### config.mk
export PLATFORM = sky130hd
export DESIGN_NAME = pipeline_hazard_ctrl
export DESIGN_NICKNAME = d
export VERILOG_FILES = /design/src/rtl/pipeline_hazard_ctrl.sv
export SDC_FILE = /design/constraint.sdc
export NUM_CORES = 1
export LEC_CHECK = 0
export CAP_MARGIN = 20
export CORE_UTILIZATION = 42
export CTS_CLUSTER_SIZE = 10
export DETAILED_ROUTE_END_ITERATION = 10
export PLACE_DENSITY = 0.76
export SETUP_SLACK_MARGIN = 0.1
export SLEW_MARGIN = 20
export SYNTH_ARGS = -nofsm -noshare
export SYNTH_HDL_FRONTEND = slang
export SYNTH_SLANG_ARGS = --single-unit
export TNS_END_PERCENT = 30
### constraint.sdc
create_clock -name clk -period 2.2 [get_ports clk]
set_input_delay 0.55 -clock clk [delete_from_list [all_inputs] [get_ports clk]]
set_output_delay 0.55 -clock clk [all_outputs]
set_load 0.02 [all_outputs]
### src/rtl/pipeline_hazard_ctrl.sv
// Hazard control for a 5-stage pipeline: load-use stalls and taken-branch flushes.
// Ports: clk, rst_n; ID/EX hazard inputs; branch input; pipeline enables and
// flush outputs (Mealy), hz_state (registered), saturating stall/flush counters.
module pipeline_hazard_ctrl #(
    parameter int LOAD_STALL_CYCLES = 1,
    parameter int BR_FLUSH_CYCLES   = 1
) (
    input  logic        clk,
    input  logic        rst_n,
    input  logic        id_valid,
    input  logic [2:0]  id_rs,
    input  logic [2:0]  id_rt,
    input  logic        id_uses_rs,
    input  logic        id_uses_rt,
    input  logic        ex_mem_read,
    input  logic [2:0]  ex_rt,
    input  logic        mem_branch_taken,
    output logic        pc_write,
    output logic        ifid_write,
    output logic        ifid_flush,
    output logic        idex_bubble,
    output logic        exmem_flush,
    output logic [1:0]  hz_state,
    output logic [15:0] stall_cnt,
    output logic [15:0] flush_cnt
);

    typedef enum logic [1:0] {
        RUN   = 2'b00,
        STALL = 2'b01,
        FLUSH = 2'b10
    } hz_state_e;

    // Cycles still owed after the current one, loaded when a stall/flush starts.
    localparam logic [1:0] LS_REM =
        (LOAD_STALL_CYCLES > 1) ? 2'(LOAD_STALL_CYCLES - 2) : 2'd0;
    localparam logic [1:0] BR_REM =
        (BR_FLUSH_CYCLES > 0) ? 2'(BR_FLUSH_CYCLES - 1) : 2'd0;

    hz_state_e   state_q, state_d;
    logic [1:0]  remain_q, remain_d;
    logic [15:0] stall_cnt_q, stall_cnt_d;
    logic [15:0] flush_cnt_q, flush_cnt_d;
    logic        hazard;

    assign hazard = id_valid & ex_mem_read &
                    ((id_uses_rs & (id_rs == ex_rt)) |
                     (id_uses_rt & (id_rt == ex_rt)));

    always_comb begin
        pc_write    = 1'b1;
        ifid_write  = 1'b1;
        ifid_flush  = 1'b0;
        idex_bubble = 1'b0;
        exmem_flush = 1'b0;
        state_d     = state_q;
        remain_d    = remain_q;

        // Outputs held at defaults while reset is asserted, whatever the inputs.
        if (!rst_n) begin
            state_d  = RUN;
            remain_d = 2'd0;
        end else if (mem_branch_taken) begin
            // Branch outranks any stall; pending stall cycles are dropped.
            ifid_flush  = 1'b1;
            idex_bubble = 1'b1;
            exmem_flush = 1'b1;
            state_d     = (BR_FLUSH_CYCLES > 0) ? FLUSH : RUN;
            remain_d    = BR_REM;
        end else begin
            case (state_q)
                RUN: begin
                    if (hazard) begin
                        pc_write    = 1'b0;
                        ifid_write  = 1'b0;
                        idex_bubble = 1'b1;
                        state_d     = (LOAD_STALL_CYCLES > 1) ? STALL : RUN;
                        remain_d    = LS_REM;
                    end
                end
                STALL: begin
                    pc_write    = 1'b0;
                    ifid_write  = 1'b0;
                    idex_bubble = 1'b1;
                    if (remain_q == 2'd0) begin
                        state_d = RUN;
                    end else begin
                        remain_d = remain_q - 2'd1;
                    end
                end
                FLUSH: begin
                    ifid_flush = 1'b1;
                    if (remain_q == 2'd0) begin
                        state_d = RUN;
                    end else begin
                        remain_d = remain_q - 2'd1;
                    end
                end
                default: begin
                    state_d  = RUN;
                    remain_d = 2'd0;
                end
            endcase
        end
    end

    always_comb begin
        stall_cnt_d = stall_cnt_q;
        flush_cnt_d = flush_cnt_q;
        if (!pc_write && stall_cnt_q != 16'hFFFF) begin
            stall_cnt_d = stall_cnt_q + 16'd1;
        end
        if (mem_branch_taken && flush_cnt_q != 16'hFFFF) begin
            flush_cnt_d = flush_cnt_q + 16'd1;
        end
    end

    always_ff @(posedge clk or negedge rst_n) begin
        if (!rst_n) begin
            state_q     <= RUN;
            remain_q    <= 2'd0;
            stall_cnt_q <= 16'd0;
            flush_cnt_q <= 16'd0;
        end else begin
            state_q     <= state_d;
            remain_q    <= remain_d;
            stall_cnt_q <= stall_cnt_d;
            flush_cnt_q <= flush_cnt_d;
        end
    end

    assign hz_state  = state_q;
    assign stall_cnt = stall_cnt_q;
    assign flush_cnt = flush_cnt_q;

endmodule

==> flow_summary.json, run 1 <==
{
  "status": "finished with violations",
  "violations": "setup timing",
  "dp_slack_ns": -0.910,
  "synth_top_cell_by_area": "dfrtp_1",
  "ctsHoldBuffers": 0,
  "cts_tree": "done",
  "routed-via-count": 1502,
  "yosysSeqAreaShare_pct": 47.9,
  "synthTopCellsByCount": "35 x dfrtp_1, 30 x xnor2_1, 17 x nand3_1, 13 x nand4_1, 12 x and3_1",
  "dieHeight_um": 68.0,
  "clk_latency_ns": 0.27,
  "clock_sinks": 35,
  "peakVddDrop_v": 0.000712,
  "critPathBufInv": 3,
  "endpoint_kind": "output pin",
  "start_kind": "input port",
  "fin_nets": 260,
  "syn_nets": 191,
  "maxCapViolCount": 0,
  "dp.cells": 283,
  "reg2reg_from": "stall_cnt[0]$_DFFE_PN0P_",
  "grt_antenna_before_repair": 0,
  "netlist_area_um2": 1830,
  "synth_flop_cell": "dfrtp_1",
  "initial_core_util_pct": 44.7,
  "grt_pass1_wl_um": 6270,
  "crit_arrival_ns": 1.69,
  "io_pins": 55,
  "gp_congestion": 0.788,
  "rsz0062_at_grt": "yes",
  "critPathLaunch": "ex_rt[1]",
  "path_clk_slew_ns": 0.06,
  "drive_above_1_share_pct": 19.2,
  "p_leak_uw": 0.00112,
  "critical_path.slowest_cell": "a2111oi_4",
  "postRouteAntennaNets": 0,
  "antenna_cells": 0,
  "path_class": "input port to output pin",
  "synth.most_common_cell": "dfrtp_1",
  "grt_max_degree": 29,
  "area_growth_pct": 40.9,
  "final.setup.worst_slack_ns": -0.0413,
  "async_flop_share_pct": 100,
  "netlist_instances": 172,
  "power.total_uw": 1730,
  "dpl-instance-area_um2": 2470,
  "gr-total-overflow": 0,
  "clock.fmax_mhz": 446,
  "crit_fanout": 2,
  "htreeDepth": 2,
  "cp_cell_sequence": "buf_8, xnor2_2, nand4_1, a2111oi_4, inv_1, buf_6",
  "finalCritPeriodShare_pct": 102,
  "yosys-mux-area-fraction_pct": 1.85,
  "synth_edf_count": 0,
  "ys_warn_count": 0,
  "synth_top_family_by_area": "simple AND/OR/NAND/NOR gates",
  "root_buffer": "clkbuf_8",
  "first_pass_iters": 4,
  "multi_input_area_um2": 940,
  "synth_fa_ha_area_share_pct": 2.05,
  "max_stage_delay_ns": 0.43,
  "synth_compound_area_share_pct": 7.19,
  "cp.depth": 6,
  "clk_path_buf_depth": 2,
  "setup_viol_count_final": 3,
  "dp_hpwl_um": 2920,
  "die_w_um": 68.0,
  "fill_cells": 348,
  "fin_util_pct": 63.0,
  "cts_buffers": 5,
  "required_ns": 1.65,
  "synth_xor_xnor_area_share_pct": 15.3,
  "avgViaCountPerCell": 5.18,
  "syn_avg_cell_area_um2": 10.6,
  "finalHoldViolCount": 0,
  "yosysUniqueCellTypes": 34,
  "drt-wirelength-per-cell_um": 13.2,
  "layoutNonFillerInstCount": 290,
  "rr_worst_depth": 6,
  "hold_class": "input port to asynchronous set/reset pin",
  "clock_skew_ns": 0.00247,
  "r2r_slack_ns": 0.18,
  "drc": 0,
  "grt_pass1_vias": 1403,
  "cp_top_family": "compound AO/OA/AOI/OAI gates",
  "synth_top_area_share_pct": 47.9,
  "synth_seq_cells": 35,
  "yosys-top-cells-area": "dfrtp_1 48%, xnor2_1 14%, nand3_1 4.7%, nand4_1 4.4%, and3_1 4.1%",
  "final.min_clock_period_ns": 2.24,
  "grt_use_total_pct": 18.3,
  "setup.worst_path.end": "pc_write",
  "port_buffers": 53,
  "synthSimpleGateAreaFrac_pct": 22.2,
  "drt_iter0_markers": 65,
  "seq_area_um2": 876,
  "core_um2": 4090,
  "p_per_area_nw_per_um2": 672,
  "finalInstanceArea_um2": 2570,
  "finalMaxSlewViolations": 0,
  "die_area_um2": 4620,
  "routed_wl_um": 3830,
  "r2r_end": "stall_cnt[1]$_DFFE_PN0P_",
  "rows": 23
}
## power breakdown
| part | switching, µW | internal, µW |
|---|---|---|
| Clock | 195 | 211 |
| Combinational | 232 | 257 |
| Sequential | 113 | 722 |
| Total | 540 | 1190 |
## stage by stage
| stage | TNS [ns] | hold slack (ns) |
|---|---|---|
| 2_1_floorplan | -0.180 | 0.254 |
| 3_3_place_gp | -7.16 | 0.476 |
| 3_5_place_dp | -8.62 | 0.482 |
| 4_1_cts | -0.123 | 0.223 |
| 5_1_grt | -0.342 | 0.227 |
| 6_report | -0.107 | 0.221 |
## how the worst min path moves through the flow
stage / end / slack [ns] / start
6_report: remain_q[0]$_DFFE_PN0P_ / 0.22 / rst_n
5_1_grt: flush_cnt[13]$_DFFE_PN0P_ / 0.23 / rst_n
4_1_cts: remain_q[0]$_DFFE_PN0P_ / 0.22 / rst_n
3_5_place_dp: flush_cnt[8]$_DFFE_PN0P_ / 0.48 / flush_cnt[8]$_DFFE_PN0P_
3_3_place_gp: flush_cnt[8]$_DFFE_PN0P_ / 0.48 / flush_cnt[8]$_DFFE_PN0P_
2_1_floorplan: flush_cnt[0]$_DFFE_PN0P_ / 0.25 / rst_n
## layout make-up
cell class | count | area share, %
clock buffer | 6 | 2.82
inverter | 6 | 0.875
multi-input combinational | 127 | 36.5
sequential | 35 | 34.0
tap | 50 | 2.43
timing repair buffer | 66 | 23.4
## state kept, by name, summed over array words and instances, names as in the netlist
name,flops
flush_cnt,16
hz_state,1
remain_q,2
stall_cnt,16
## placed cells by master (no fill, tap or decap), types with 6 or more instances in the layout
cell | netlist | final
dfrtp_1 | 35 | 35
clkdlybuf4s50_1 | 0 | 33
xnor2_1 | 30 | 25
nand3_1 | 17 | 17
nand4_1 | 13 | 13
buf_4 | 2 | 13
and3_1 | 12 | 12
nand2_1 | 11 | 9
nor2_1 | 7 | 7
dlygate4sd2_1 | 0 | 7
buf_2 | 0 | 6
buf_6 | 2 | 6
## routing by layer
metal	global-route usage, %	share of wire (%)
met1	25.1	47
met2	29.7	48
met3	3.00	4.4
met4	5.47	0.65
met5	0	0
## timing repair
action                     in CTS  in global routing
pin swaps                      11                  1
buffers inserted                1                  0
gates resized for setup        76                  0
setup endpoints to repair      19                  5
## worst register-to-register path, cell delays in order (launching register included)
cell and delay, ns:
dfrtp_1 0.43, ha_1 0.20, and2_1 0.15, or4b_1 0.51, nand2b_4 0.18, nand2_1 0.11, mux2_2 0.34
## cell families (layout without fill, tap and decap cells)
| kind of cell | after synthesis | after routing |
|---|---|---|
| XOR/XNOR | 32 | 32 |
| AO/OA/AOI/OAI | 15 | 15 |
| AND/OR/NAND/NOR | 73 | 73 |
| flip-flops | 35 | 35 |
| other | 1 | 1 |
| adder cells (fa/ha/maj) | 3 | 3 |
| multiplexers | 3 | 3 |
| buffers and inverters | 10 | 78 |
Power figures use the tool's default switching activity.
==> run 2: changes to the inputs <==
- ABC_AREA: unset -> 1
- CORE_UTILIZATION: 42 -> 44
==> flow_summary.json, run 2 <==
{
  "status": "finished with violations",
  "r2r_slack_ns": 0.53,
  "die_w_um": 70.9,
  "synth_edf_count": 0,
  "hold_ws_ns": 0.252,
  "cts_buffers": 5,
  "yosysSeqAreaShare_pct": 41.9,
  "finalMaxSlewViolations": 0,
  "synthTopCellsByCount": "93 x nand2_1, 44 x inv_1, 35 x dfrtp_1, 28 x nor2_1, 15 x nand3_1",
  "maxCapViolCount": 0,
  "area_growth_pct": 35.6,
  "io_pins": 55,
  "synth_seq_cells": 35,
  "critPathLaunch": "ex_rt[1]",
  "clk_latency_ns": 0.30,
  "seq_area_um2": 876,
  "die_area_um2": 5030,
  "netlist_area_um2": 2090,
  "grt_util_met1_pct": 26.0,
  "rows": 24,
  "dp_slack_ns": -0.734,
  "ctsHoldBuffers": 0,
  "violations": "DRC",
  "grt_util_met2_pct": 33.9,
  "grtUsageMet3_pct": 4.70,
  "grt_pass1_vias": 1874,
  "cts_tree": "done",
  "routed_wl_um": 4500,
  "clock_skew_ns": 0.00542,
  "dp_hpwl_um": 3440,
  "fill_cells": 405,
  "p_leak_uw": 0.00144,
  "rsz0062_at_grt": "no",
  "drt-wirelength-per-cell_um": 11.2,
  "layout_commonest_cell": "nand2_1",
  "crit_arrival_ns": 1.46,
  "clock.fmax_mhz": 498,
  "port_buffers": 53,
  "first_pass_iters": 9,
  "drc": 3,
  "synth_flop_cell": "dfrtp_1",
  "drt_iter0_markers": 98,
  "crit_fanout": 3,
  "avgViaCountPerCell": 4.75,
  "top_usage_layer": "met2",
  "grt_pass1_wl_um": 8020,
  "mostFrequentLayoutCells": "91 x nand2_1, 42 x inv_1, 35 x dfrtp_1",
  "gp_congestion": 0.862,
  "grt_antenna_before_repair": 0,
  "root_buffer": "clkbuf_8",
  "finalInstanceArea_um2": 2830,
  "core_um2": 4440,
  "ys_warn_count": 0,
  "fin_nets": 369,
  "clk_path_buf_depth": 2,
  "path_clk_slew_ns": 0.08,
  "finalHoldViolCount": 0,
  "required_ns": 1.65,
  "netlist_instances": 282,
  "finalCritPeriodShare_pct": 91.3,
  "synth.most_common_cell": "nand2_1",
  "grt_use_total_pct": 20.3,
  "final.min_clock_period_ns": 2.01,
  "reg2reg_from": "stall_cnt[0]$_DFFE_PN0P_",
  "syn_avg_cell_area_um2": 7.41,
  "dieHeight_um": 70.9,
  "clock_sinks": 35,
  "path_class": "input port to output pin",
  "p_per_area_nw_per_um2": 660,
  "yosys-top-cells-area": "dfrtp_1 42%, nand2_1 17%, inv_1 7.9%, nor2_1 5.0%, xor2_1 3.8%",
  "final.setup.worst_slack_ns": 0.192,
  "synth_top_area_share_pct": 41.9,
  "start_kind": "input port",
  "drive_above_1_share_pct": 15.4,
  "antenna_cells": 0,
  "routed-via-count": 1913,
  "syn_nets": 301,
  "synth_top_cell_by_area": "dfrtp_1",
  "htreeDepth": 2,
  "gr-total-overflow": 0,
  "hold_class": "input port to asynchronous set/reset pin",
  "dpl-instance-area_um2": 2750,
  "yosysUniqueCellTypes": 26,
  "multi_input_area_um2": 1020,
  "grt_max_degree": 26,
  "initial_core_util_pct": 47.0,
  "peakVddDrop_v": 0.000667,
  "setup_viol_count_final": 0,
  "postRouteAntennaNets": 0,
  "endpoint_kind": "output pin",
  "async_flop_share_pct": 100
}
-- run 2: cell types whose count changed in the layout (fill, tap and decap cells not counted), sizes merged, moves of 4 or more --
cell         change
nand2           +83
inv             +38
nor2            +24
xnor2           -22
and3            -12
nor3            +10
o21ai            +8
nand4            -7
xor2             +7
dlygate4sd2      -5
nand2b           -4
-- run 2: power by group --
group / switching (µW) / internal (µW) / total, µW
logic: 242 / 227 / 469
clock network: 250 / 337 / 587
registers: 97.1 / 716 / 813
total: 589 / 1280 / 1870
-- run 2: path summary, 6_finish.rpt --
path / end / depth (start not counted)
hold reg to reg: remain_q[1]$_DFFE_PN0P_ / 1
setup reg to reg: stall_cnt[13]$_DFFE_PN0P_ / 9
min in group clk: remain_q[1]$_DFFE_PN0P_ / 1
setup / recovery: idex_bubble / 9
max in group asynchronous: flush_cnt[4]$_DFFE_PN0P_ / 2
hold / removal: flush_cnt[1]$_DFFE_PN0P_ / 2
-- run 2: layout make-up --
| type | instances | area share, % |
|---|---|---|
| Timing Repair Buffer | 66 | 21.1 |
| Clock buffer | 5 | 2.43 |
| Clock inverter | 3 | 1.55 |
| Sequential cell | 35 | 30.9 |
| Inverter | 44 | 5.83 |
| Multi-Input combinational cell | 198 | 35.9 |
| Tap cell | 52 | 2.30 |
-- run 2: logic make-up (layout without fill, tap and decap cells) --
logic type | Yosys count | after routing | synth area share (%)
xor+xnor | 17 | 17 | 7.13
simple gates | 165 | 165 | 35.7
flops | 35 | 35 | 41.9
other cells | 1 | 1 | 0.179
fa+ha+maj | 3 | 3 | 1.80
compound gates | 12 | 12 | 3.23
buf+inv | 49 | 118 | 10.1
-- run 2: per-layer routing --
metal	vias up	part of all wire [%]
li1	1005	-
met1	865	47
met2	34	48
met3	9	3.6
met4	0	1.9
met5	-	0
-- run 2: worst max-delay path, stage by stage --
cell and delay, ns:
buf_4 0.12, nand2_1 0.06, nand2_1 0.05, nor2_1 0.10, nand2_1 0.08, nand2_2 0.07, nand2_2 0.06, o31ai_2 0.18
buf_4 0.18
-- run 2: stage by stage --
| stage | utilization, % | power (µW) | instances | TNS [ns] |
|---|---|---|---|---|
| 3_3_place_gp | 61.8 | 1290 | 395 | -3.05 |
| 5_1_grt | 63.7 | 1960 | 403 | 0 |
| 4_1_cts | 63.8 | 1890 | 403 | 0 |
| 6_report | 63.7 | 1870 | 403 | 0 |
| 3_5_place_dp | 61.8 | 1300 | 395 | -3.40 |
| 2_1_floorplan | - | 1050 | 282 | 0 |
-- run 2: what timing repair did --
action | in CTS | in global routing
gates cloned | 0 | 0
endpoints found under the setup margin | 5 | 3
pin swaps | 15 | 15
setup buffers | 0 | 0
gates resized for setup | 58 | 12
==> run 3: changes to the inputs <==
- TNS_END_PERCENT: 30 -> unset
==> results of run 3 <==
No change in the layout: final DEF, timing and power equal those of run 2.
